===== src/rtl/alu_exec_pkg.sv =====
// Shared opcodes, ALU select codes, FSM states and flag layout for the
// format-I execute sequencer.
package alu_exec_pkg;

    localparam logic [3:0] OP_MOV  = 4'd4;
    localparam logic [3:0] OP_ADD  = 4'd5;
    localparam logic [3:0] OP_ADDC = 4'd6;
    localparam logic [3:0] OP_SUBC = 4'd7;
    localparam logic [3:0] OP_SUB  = 4'd8;
    localparam logic [3:0] OP_CMP  = 4'd9;
    localparam logic [3:0] OP_DADD = 4'd10;
    localparam logic [3:0] OP_BIT  = 4'd11;
    localparam logic [3:0] OP_BIC  = 4'd12;
    localparam logic [3:0] OP_BIS  = 4'd13;
    localparam logic [3:0] OP_XOR  = 4'd14;
    localparam logic [3:0] OP_AND  = 4'd15;

    localparam logic [4:0] ALU_ADD = 5'b00000;
    localparam logic [4:0] ALU_AND = 5'b00011;
    localparam logic [4:0] ALU_XOR = 5'b00100;

    localparam int FLAG_N = 3;
    localparam int FLAG_Z = 2;
    localparam int FLAG_C = 1;
    localparam int FLAG_V = 0;

    typedef enum logic [2:0] {ST_IDLE, ST_P1, ST_P2, ST_NIB, ST_DONE} state_t;
    typedef enum logic [1:0] {CLS_ARITH, CLS_AND, CLS_XOR, CLS_NONE} cls_t;

    function automatic cls_t op_class(input logic [3:0] op);
        case (op)
            OP_ADD, OP_ADDC, OP_SUBC, OP_SUB, OP_CMP: return CLS_ARITH;
            OP_AND, OP_BIT:                           return CLS_AND;
            OP_XOR:                                   return CLS_XOR;
            default:                                  return CLS_NONE;
        endcase
    endfunction

    function automatic logic op_is_sub(input logic [3:0] op);
        return (op == OP_SUBC) || (op == OP_SUB) || (op == OP_CMP);
    endfunction

    function automatic logic msb_of(input logic [15:0] v, input logic byte_mode);
        return byte_mode ? v[7] : v[15];
    endfunction

endpackage


===== src/rtl/alu_exec_seq_flag_calc.sv =====
// Combinational status-flag helper: MSB carry of the current pass plus
// N/Z/V of the final result for the instruction's class.
module alu_flag_calc
    import alu_exec_pkg::*;
(
    input  logic        i_byte_mode,
    input  cls_t        i_cls,
    input  logic        i_pa_msb,
    input  logic        i_pb_msb,
    input  logic        i_pr_msb,
    input  logic        i_pr_c8,
    input  logic        i_dst_msb,
    input  logic        i_bp_msb,
    input  logic [15:0] i_res,
    output logic        o_carry,
    output logic        o_v,
    output logic        o_n,
    output logic        o_z
);

    always_comb begin
        // Byte operands are zero-extended, so bit 8 of the sum is the carry.
        o_carry = i_byte_mode ? i_pr_c8
                              : ((i_pa_msb & i_pb_msb) | ((i_pa_msb ^ i_pb_msb) & ~i_pr_msb));
        o_n     = msb_of(i_res, i_byte_mode);
        o_z     = i_byte_mode ? (i_res[7:0] == 8'h00) : (i_res == 16'h0000);
        case (i_cls)
            CLS_ARITH: o_v = (i_dst_msb == i_bp_msb) && (o_n != i_dst_msb);
            CLS_XOR:   o_v = i_dst_msb & i_bp_msb;
            default:   o_v = 1'b0;
        endcase
    end

endmodule


===== src/rtl/alu_exec_seq.sv =====
// Multi-cycle format-I execute sequencer driving an external 16-bit ALU.
// state | meaning
// IDLE  | waiting for start     P1 | first ALU pass     P2 | carry-in / BIS pass
// NIB   | one DADD nibble/pass  DONE | results presented for one cycle
module alu_exec_seq
    import alu_exec_pkg::*;
#(
    parameter bit DADD_EN = 1'b1
) (
    input  logic        i_clk,
    input  logic        i_rst,
    input  logic        i_start,
    input  logic [3:0]  i_op,
    input  logic        i_byte_mode,
    input  logic [15:0] i_src,
    input  logic [15:0] i_dst,
    input  logic [3:0]  i_sr_in,
    output logic        o_busy,
    output logic        o_done,
    output logic [15:0] o_result,
    output logic        o_wb_en,
    output logic [3:0]  o_flags_out,
    output logic        o_flags_we,
    output logic        o_err,
    output logic [15:0] o_alu_a,
    output logic [15:0] o_alu_b,
    output logic [4:0]  o_alu_sel,
    input  logic [15:0] i_alu_result
);

    state_t      r_state, w_next;
    logic [3:0]  r_op, r_flags;
    logic        r_byte, r_cin, r_srv, r_c, r_dc, r_err;
    logic [15:0] r_dst, r_src, r_res, r_and;
    logic [1:0]  r_k;

    cls_t        w_cls;
    logic [15:0] w_mask, w_in_mask, w_bp, w_res_next;
    logic        w_need_p2, w_last, w_legal, w_dhi;
    logic [4:0]  w_dsum;
    logic [3:0]  w_digit, w_flags_next;
    logic        w_carry, w_v, w_n, w_z;
    logic        w_unused_sr;

    // Incoming N and Z never influence any result.
    assign w_unused_sr = ^i_sr_in[3:2];

    assign w_cls     = op_class(r_op);
    assign w_mask    = r_byte ? 16'h00FF : 16'hFFFF;
    assign w_in_mask = i_byte_mode ? 16'h00FF : 16'hFFFF;
    assign w_bp      = (op_is_sub(r_op) ? ~r_src : r_src) & w_mask;
    assign w_need_p2 = (r_op == OP_BIS) || ((w_cls == CLS_ARITH) && r_cin);
    assign w_legal   = (i_op >= OP_MOV) && (DADD_EN || (i_op != OP_DADD));
    assign w_last    = (r_state == ST_P2) || ((r_state == ST_P1) && !w_need_p2) ||
                       ((r_state == ST_NIB) && (r_k == (r_byte ? 2'd1 : 2'd3)));

    assign w_dsum  = i_alu_result[4:0];
    assign w_dhi   = w_dsum > 5'd9;
    assign w_digit = w_dhi ? 4'(w_dsum - 5'd10) : w_dsum[3:0];

    always_ff @(posedge i_clk) begin
        if (i_rst) r_state <= ST_IDLE;
        else       r_state <= w_next;
    end

    always_comb begin
        w_next    = r_state;
        o_alu_sel = ALU_ADD;
        o_alu_a   = '0;
        o_alu_b   = '0;
        case (r_state)
            ST_IDLE: if (i_start && w_legal) w_next = (i_op == OP_DADD) ? ST_NIB : ST_P1;
            ST_P1: begin
                w_next  = w_need_p2 ? ST_P2 : ST_DONE;
                o_alu_a = r_dst;
                o_alu_b = r_src;
                case (r_op)
                    OP_MOV:         o_alu_a = '0;
                    OP_AND, OP_BIT: o_alu_sel = ALU_AND;
                    OP_BIC: begin
                        o_alu_sel = ALU_AND;
                        o_alu_b   = ~r_src & w_mask;
                    end
                    OP_XOR, OP_BIS: o_alu_sel = ALU_XOR;
                    default:        o_alu_b = w_bp;
                endcase
            end
            ST_P2: begin
                w_next  = ST_DONE;
                o_alu_a = r_res;
                if (r_op == OP_BIS) begin
                    o_alu_sel = ALU_XOR;
                    o_alu_b   = r_and;
                end else begin
                    o_alu_b = 16'h0001;
                end
            end
            ST_NIB: begin
                w_next  = w_last ? ST_DONE : ST_NIB;
                o_alu_a = {12'h000, r_dst[{r_k, 2'b00} +: 4]};
                o_alu_b = {12'h000, r_src[{r_k, 2'b00} +: 4]} + {15'd0, r_dc};
            end
            ST_DONE: w_next = ST_IDLE;
            default: w_next = ST_IDLE;
        endcase
    end

    always_comb begin
        w_res_next = i_alu_result & w_mask;
        if (r_state == ST_NIB) begin
            w_res_next = r_res;
            w_res_next[{r_k, 2'b00} +: 4] = w_digit;
        end
    end

    alu_flag_calc u_flag_calc (
        .i_byte_mode (r_byte),
        .i_cls       (w_cls),
        .i_pa_msb    (msb_of(o_alu_a, r_byte)),
        .i_pb_msb    (msb_of(o_alu_b, r_byte)),
        .i_pr_msb    (i_alu_result[15]),
        .i_pr_c8     (i_alu_result[8]),
        .i_dst_msb   (msb_of(r_dst, r_byte)),
        .i_bp_msb    (msb_of(w_bp, r_byte)),
        .i_res       (w_res_next),
        .o_carry     (w_carry),
        .o_v         (w_v),
        .o_n         (w_n),
        .o_z         (w_z)
    );

    always_comb begin
        w_flags_next         = '0;
        w_flags_next[FLAG_N] = w_n;
        w_flags_next[FLAG_Z] = w_z;
        w_flags_next[FLAG_V] = (r_op == OP_DADD) ? r_srv : w_v;
        case (w_cls)
            CLS_ARITH:        w_flags_next[FLAG_C] = w_carry | ((r_state == ST_P2) & r_c);
            CLS_AND, CLS_XOR: w_flags_next[FLAG_C] = ~w_z;
            default:          w_flags_next[FLAG_C] = w_dhi;
        endcase
    end

    always_ff @(posedge i_clk) begin
        if (i_rst) begin
            r_op    <= '0;
            r_byte  <= 1'b0;
            r_dst   <= '0;
            r_src   <= '0;
            r_res   <= '0;
            r_and   <= '0;
            r_cin   <= 1'b0;
            r_srv   <= 1'b0;
            r_c     <= 1'b0;
            r_dc    <= 1'b0;
            r_k     <= '0;
            r_flags <= '0;
            r_err   <= 1'b0;
        end else begin
            r_err <= 1'b0;
            case (r_state)
                ST_IDLE: if (i_start) begin
                    r_err  <= !w_legal;
                    r_op   <= i_op;
                    r_byte <= i_byte_mode;
                    r_dst  <= i_dst & w_in_mask;
                    r_src  <= i_src & w_in_mask;
                    r_cin  <= (i_op == OP_ADD) ? 1'b0 :
                              ((i_op == OP_ADDC) || (i_op == OP_SUBC)) ? i_sr_in[FLAG_C] : 1'b1;
                    r_dc   <= i_sr_in[FLAG_C];
                    r_srv  <= i_sr_in[FLAG_V];
                    r_k    <= '0;
                    r_res  <= '0;
                    r_c    <= 1'b0;
                end
                ST_P1, ST_P2, ST_NIB: begin
                    r_res <= w_res_next;
                    r_c   <= w_carry | ((r_state == ST_P2) & r_c);
                    if (r_state == ST_NIB) begin
                        r_dc <= w_dhi;
                        r_k  <= r_k + 2'd1;
                    end
                    if (r_state == ST_P1) r_and <= r_dst & r_src;
                    if (w_last) r_flags <= w_flags_next;
                end
                default: ;
            endcase
        end
    end

    assign o_busy      = (r_state != ST_IDLE);
    assign o_done      = (r_state == ST_DONE);
    assign o_result    = o_done ? r_res : 16'h0000;
    assign o_flags_out = o_done ? r_flags : 4'h0;
    assign o_wb_en     = o_done && (r_op != OP_CMP) && (r_op != OP_BIT);
    assign o_flags_we  = o_done && ((w_cls != CLS_NONE) || (r_op == OP_DADD));
    assign o_err       = r_err;

endmodule


===== config.mk =====
export PLATFORM = sky130hd
export DESIGN_NAME = alu_exec_seq
export DESIGN_NICKNAME = d
export VERILOG_FILES = /design/src/rtl/alu_exec_pkg.sv /design/src/rtl/alu_exec_seq_flag_calc.sv /design/src/rtl/alu_exec_seq.sv
export SDC_FILE = /design/constraint.sdc
export NUM_CORES = 1
export LEC_CHECK = 0
export ABC_AREA = 1
export CORE_MARGIN = 1.5
export CORE_UTILIZATION = 52
export DETAILED_ROUTE_END_ITERATION = 8
export HOLD_SLACK_MARGIN = 0.1
export PLACE_DENSITY = 0.83
export SLEW_MARGIN = 20
export SYNTH_ARGS = -nofsm -noshare
export SYNTH_HDL_FRONTEND = slang
export SYNTH_SLANG_ARGS = --single-unit

===== constraint.sdc =====
create_clock -name i_clk -period 2.69 [get_ports i_clk]
set_input_delay 0.269 -clock i_clk [delete_from_list [all_inputs] [get_ports i_clk]]
set_output_delay 0.269 -clock i_clk [all_outputs]
set_load 0.01 [all_outputs]

==> run metrics <==
status=finished, final reports clean; #FFs+latches synth=85; crit path to=o_alu_a[7]; Finished Layout Cells=1127; Pre-Repair DR Iteration Count=6; largest net degree at the start of global routing=58; clk_lat worst skew=between 0.3 and 0.4 ns; Mapped Cells=around 860; CTS buffer count=9; ys async rst share=0%; clk buf depth=2; DRT iter0 DRCs=790; GRT Total Usage=30.43%; dominant cell type by area after synthesis=dfxtp_1; Least-Margin Pin Slew=0.7499 ns; CP required=2.42 ns; FILL cells=873; critical path arrival=2.38 ns; die height=106.2 um; CP Cell Sequence=inv_1, nor3_2, inv_1, buf_4, o32ai_1, buf_4, clkdlybuf4s50_1; crit-path max cell delay=0.53 ns; Mapped Area=5542 um^2; number of synthesis warnings=0; initial core utilization=a little over half; Pleak=2.987 nW; Die Footprint=11280 um^2; count leader, synth=nand2_1; share of cells above drive strength 1=between 10% and 20%; Clock Sinks=85; vias per inst=between 5 and 6; type of the worst setup path=flip-flop to output port; R2R setup slack=0.14 ns; Max Slew Vio Count=0; RR Endpoint=r_flags[1]; worst reg2reg path depth=19; H-tree depth=3; hold_buf cts=0; clk slew on worst S/H paths=0.09 ns; Congestion Overflow GR=0; pwr dens=454.5 nW/um^2; number of max-cap violations=0; Setup violations, final=0; area grow syn2layout=31.05%; relative max-transition margin=49.95%; delay-heaviest family, CP=buffers and inverters; mean routed wirelength per cell=15.60 um; gpl congestion=0.9181; n_diodes=0; CTS tree=yes; vias=~6.3k; Worst Setup End Kind=output port; Clock Root Buffer=clkbuf_8; Seq. cell area=1713 um^2; prevailing post-synth register cell=dfxtp_1; antenna violation net count after detailed routing=0; VDD IR max=0.4096 mV; number of global-route vias before repair=5532; minimum clock period=between 2 and 3 ns; Yosys cell types=51; Avg Cell Area, Syn=6.414 um^2; die width=around 110 um; CP Depth=7; WHS=0.4419 ns; synth top area cells=dfxtp_1 31%, nand2_1 14%, a21oi_1 11%; multi-input logic area=3279 um^2; Remaining DRCs=0; hold crit path type=primary input to flip-flop; post-DP HPWL=12.70 mm; Startpoint Class=flip-flop; Crit-path slowest cell=clkdlybuf4s50_1; clock skew=~0.0072 ns; top fanout value on the critical path=16; final instance area=7262 um^2; initial antenna violation count=0; final core occ=70.34%; Bufs and invs on worst path=5; Synth top cells by count=203 x nand2_1, 118 x a21oi_1, 88 x inv_1, 85 x dfxtp_1, 79 x o21ai_0; Seq/Total Area, Yosys=just over 30%; Worst Setup SP=r_state[1]; Tcrit/Tclk final=slightly below 100%; f_max=0.3781 GHz; Top Ports=122; Cell Rows=37; Tot Pwr=3.301 mW; cell area after placement=6909 um^2; final hold viol count=0; RR Startpoint=r_op[2]; core area=10320 um^2; # nets final=1060; share of the synthesized area in the top cell type=30.71%; IO buf count=~120; EDFF count, synth=0; first-pass GRT wire length=roughly 27 mm; overall routed net length=about 18 mm; DP Cell Count=1107; RSZ-0062 raised after global routing=yes
## metrics by stage
step / worst slack, ns / setup TNS (ns)
after global placement: 0.09959 / 0
after floorplan: 0.1745 / 0
after detailed placement: 0.05235 / 0
after global routing: -0.06389 / -0.08005
final: 0.04488 / 0
after CTS: 0.003445 / 0
## layer usage
layer  wire length (um)  part of all wire, %  track usage, %
met1               7725                   44           42.61
met2               7844                   45           47.56
met3               1667                  9.5           6.009
met4                347                  2.0           8.398
met5                  0                    0               0
## how the worst min path moves through the flow
stage          slack (ns)  cells past startpoint        end       from
2_1_floorplan        0.34                      1    r_op[2]      i_rst
3_3_place_gp         0.45                      2        r_c        r_c
3_5_place_dp         0.46                      2        r_c        r_c
4_1_cts              0.43                      5   r_dst[2]      i_rst
5_1_grt              0.46                      3  r_dst[13]  i_dst[13]
6_report             0.44                      5   r_dst[2]      i_rst
## registers in the layout (all words and copies together) (netlist names)
register and cells:
r_and 16, r_byte 1, r_k 2, r_src 16
r_op 4, r_res 16, r_dc 1, r_c 1
r_state 3, r_dst 16, r_srv 1, r_cin 1
w_cls 2, o_err 1, r_flags 4
## placed cells by master (no fill, tap or decap), types with 4 or more instances in the layout
cell,n
clkdlybuf4s50_1,103
o32ai_1,8
nor3_2,4
buf_4,36
nand3_1,60
nand2_1,201
dlymetal6s2s_1,8
inv_2,15
o211ai_1,8
dfxtp_1,80
dlygate4sd2_1,5
nor2_1,62
nand2_2,9
a21oi_1,116
nor2_4,5
o21ai_1,11
nand4_1,6
clkbuf_8,9
nor2_2,5
inv_1,83
ha_1,13
o21ai_0,77
## repair_timing
action,4_1_cts,5_1_grt
pin swaps,0,3
gates resized for setup,14,36
endpoints found under the setup margin,18,30
setup buffers,0,4
## kinds of logic after synthesis
kind of cell | after synthesis | share of synthesized area, %
simple gates | 371 | 30.07
compound gates | 243 | 24.41
other cells | 1 | 0.06767
xor+xnor | 1 | 0.1581
fa+ha+maj | 14 | 3.161
buf+inv | 149 | 11.42
flops | 85 | 30.71
## where the power goes
| group | internal [mW] | total, mW | switching, mW |
|---|---|---|---|
| Clock | 0.432 | 0.940 | 0.507 |
| Sequential | 1.34 | 1.43 | 0.0819 |
| Combinational | 0.367 | 0.935 | 0.568 |
| Total | 2.14 | 3.30 | 1.16 |
## worst reg2reg max path, stage by stage (launching register included)
cell and delay, ns:
dfxtp_2 0.38, nand2_2 0.12, nor3_4 0.25, nor3_2 0.06, inv_2 0.12, nor2_8 0.05, clkinv_4 0.06, o211ai_2 0.08
a32o_1 0.24, nand2_1 0.07, nand2_1 0.06, ha_1 0.27, inv_1 0.05, nor2_1 0.03, o21ai_1 0.12, nand3_1 0.12
a21oi_2 0.14, nand2_1 0.07, nand2_1 0.07, a21oi_1 0.06
## area by class of cell
type | count | area share [%]
clock inverter | 7 | 0.9993
inverter | 102 | 5.445
sequential | 85 | 23.59
multi-input combinational | 631 | 45.16
tap | 136 | 2.343
clock buffer | 9 | 1.706
timing repair buffer | 157 | 20.76
Power figures use the tool's default switching activity.
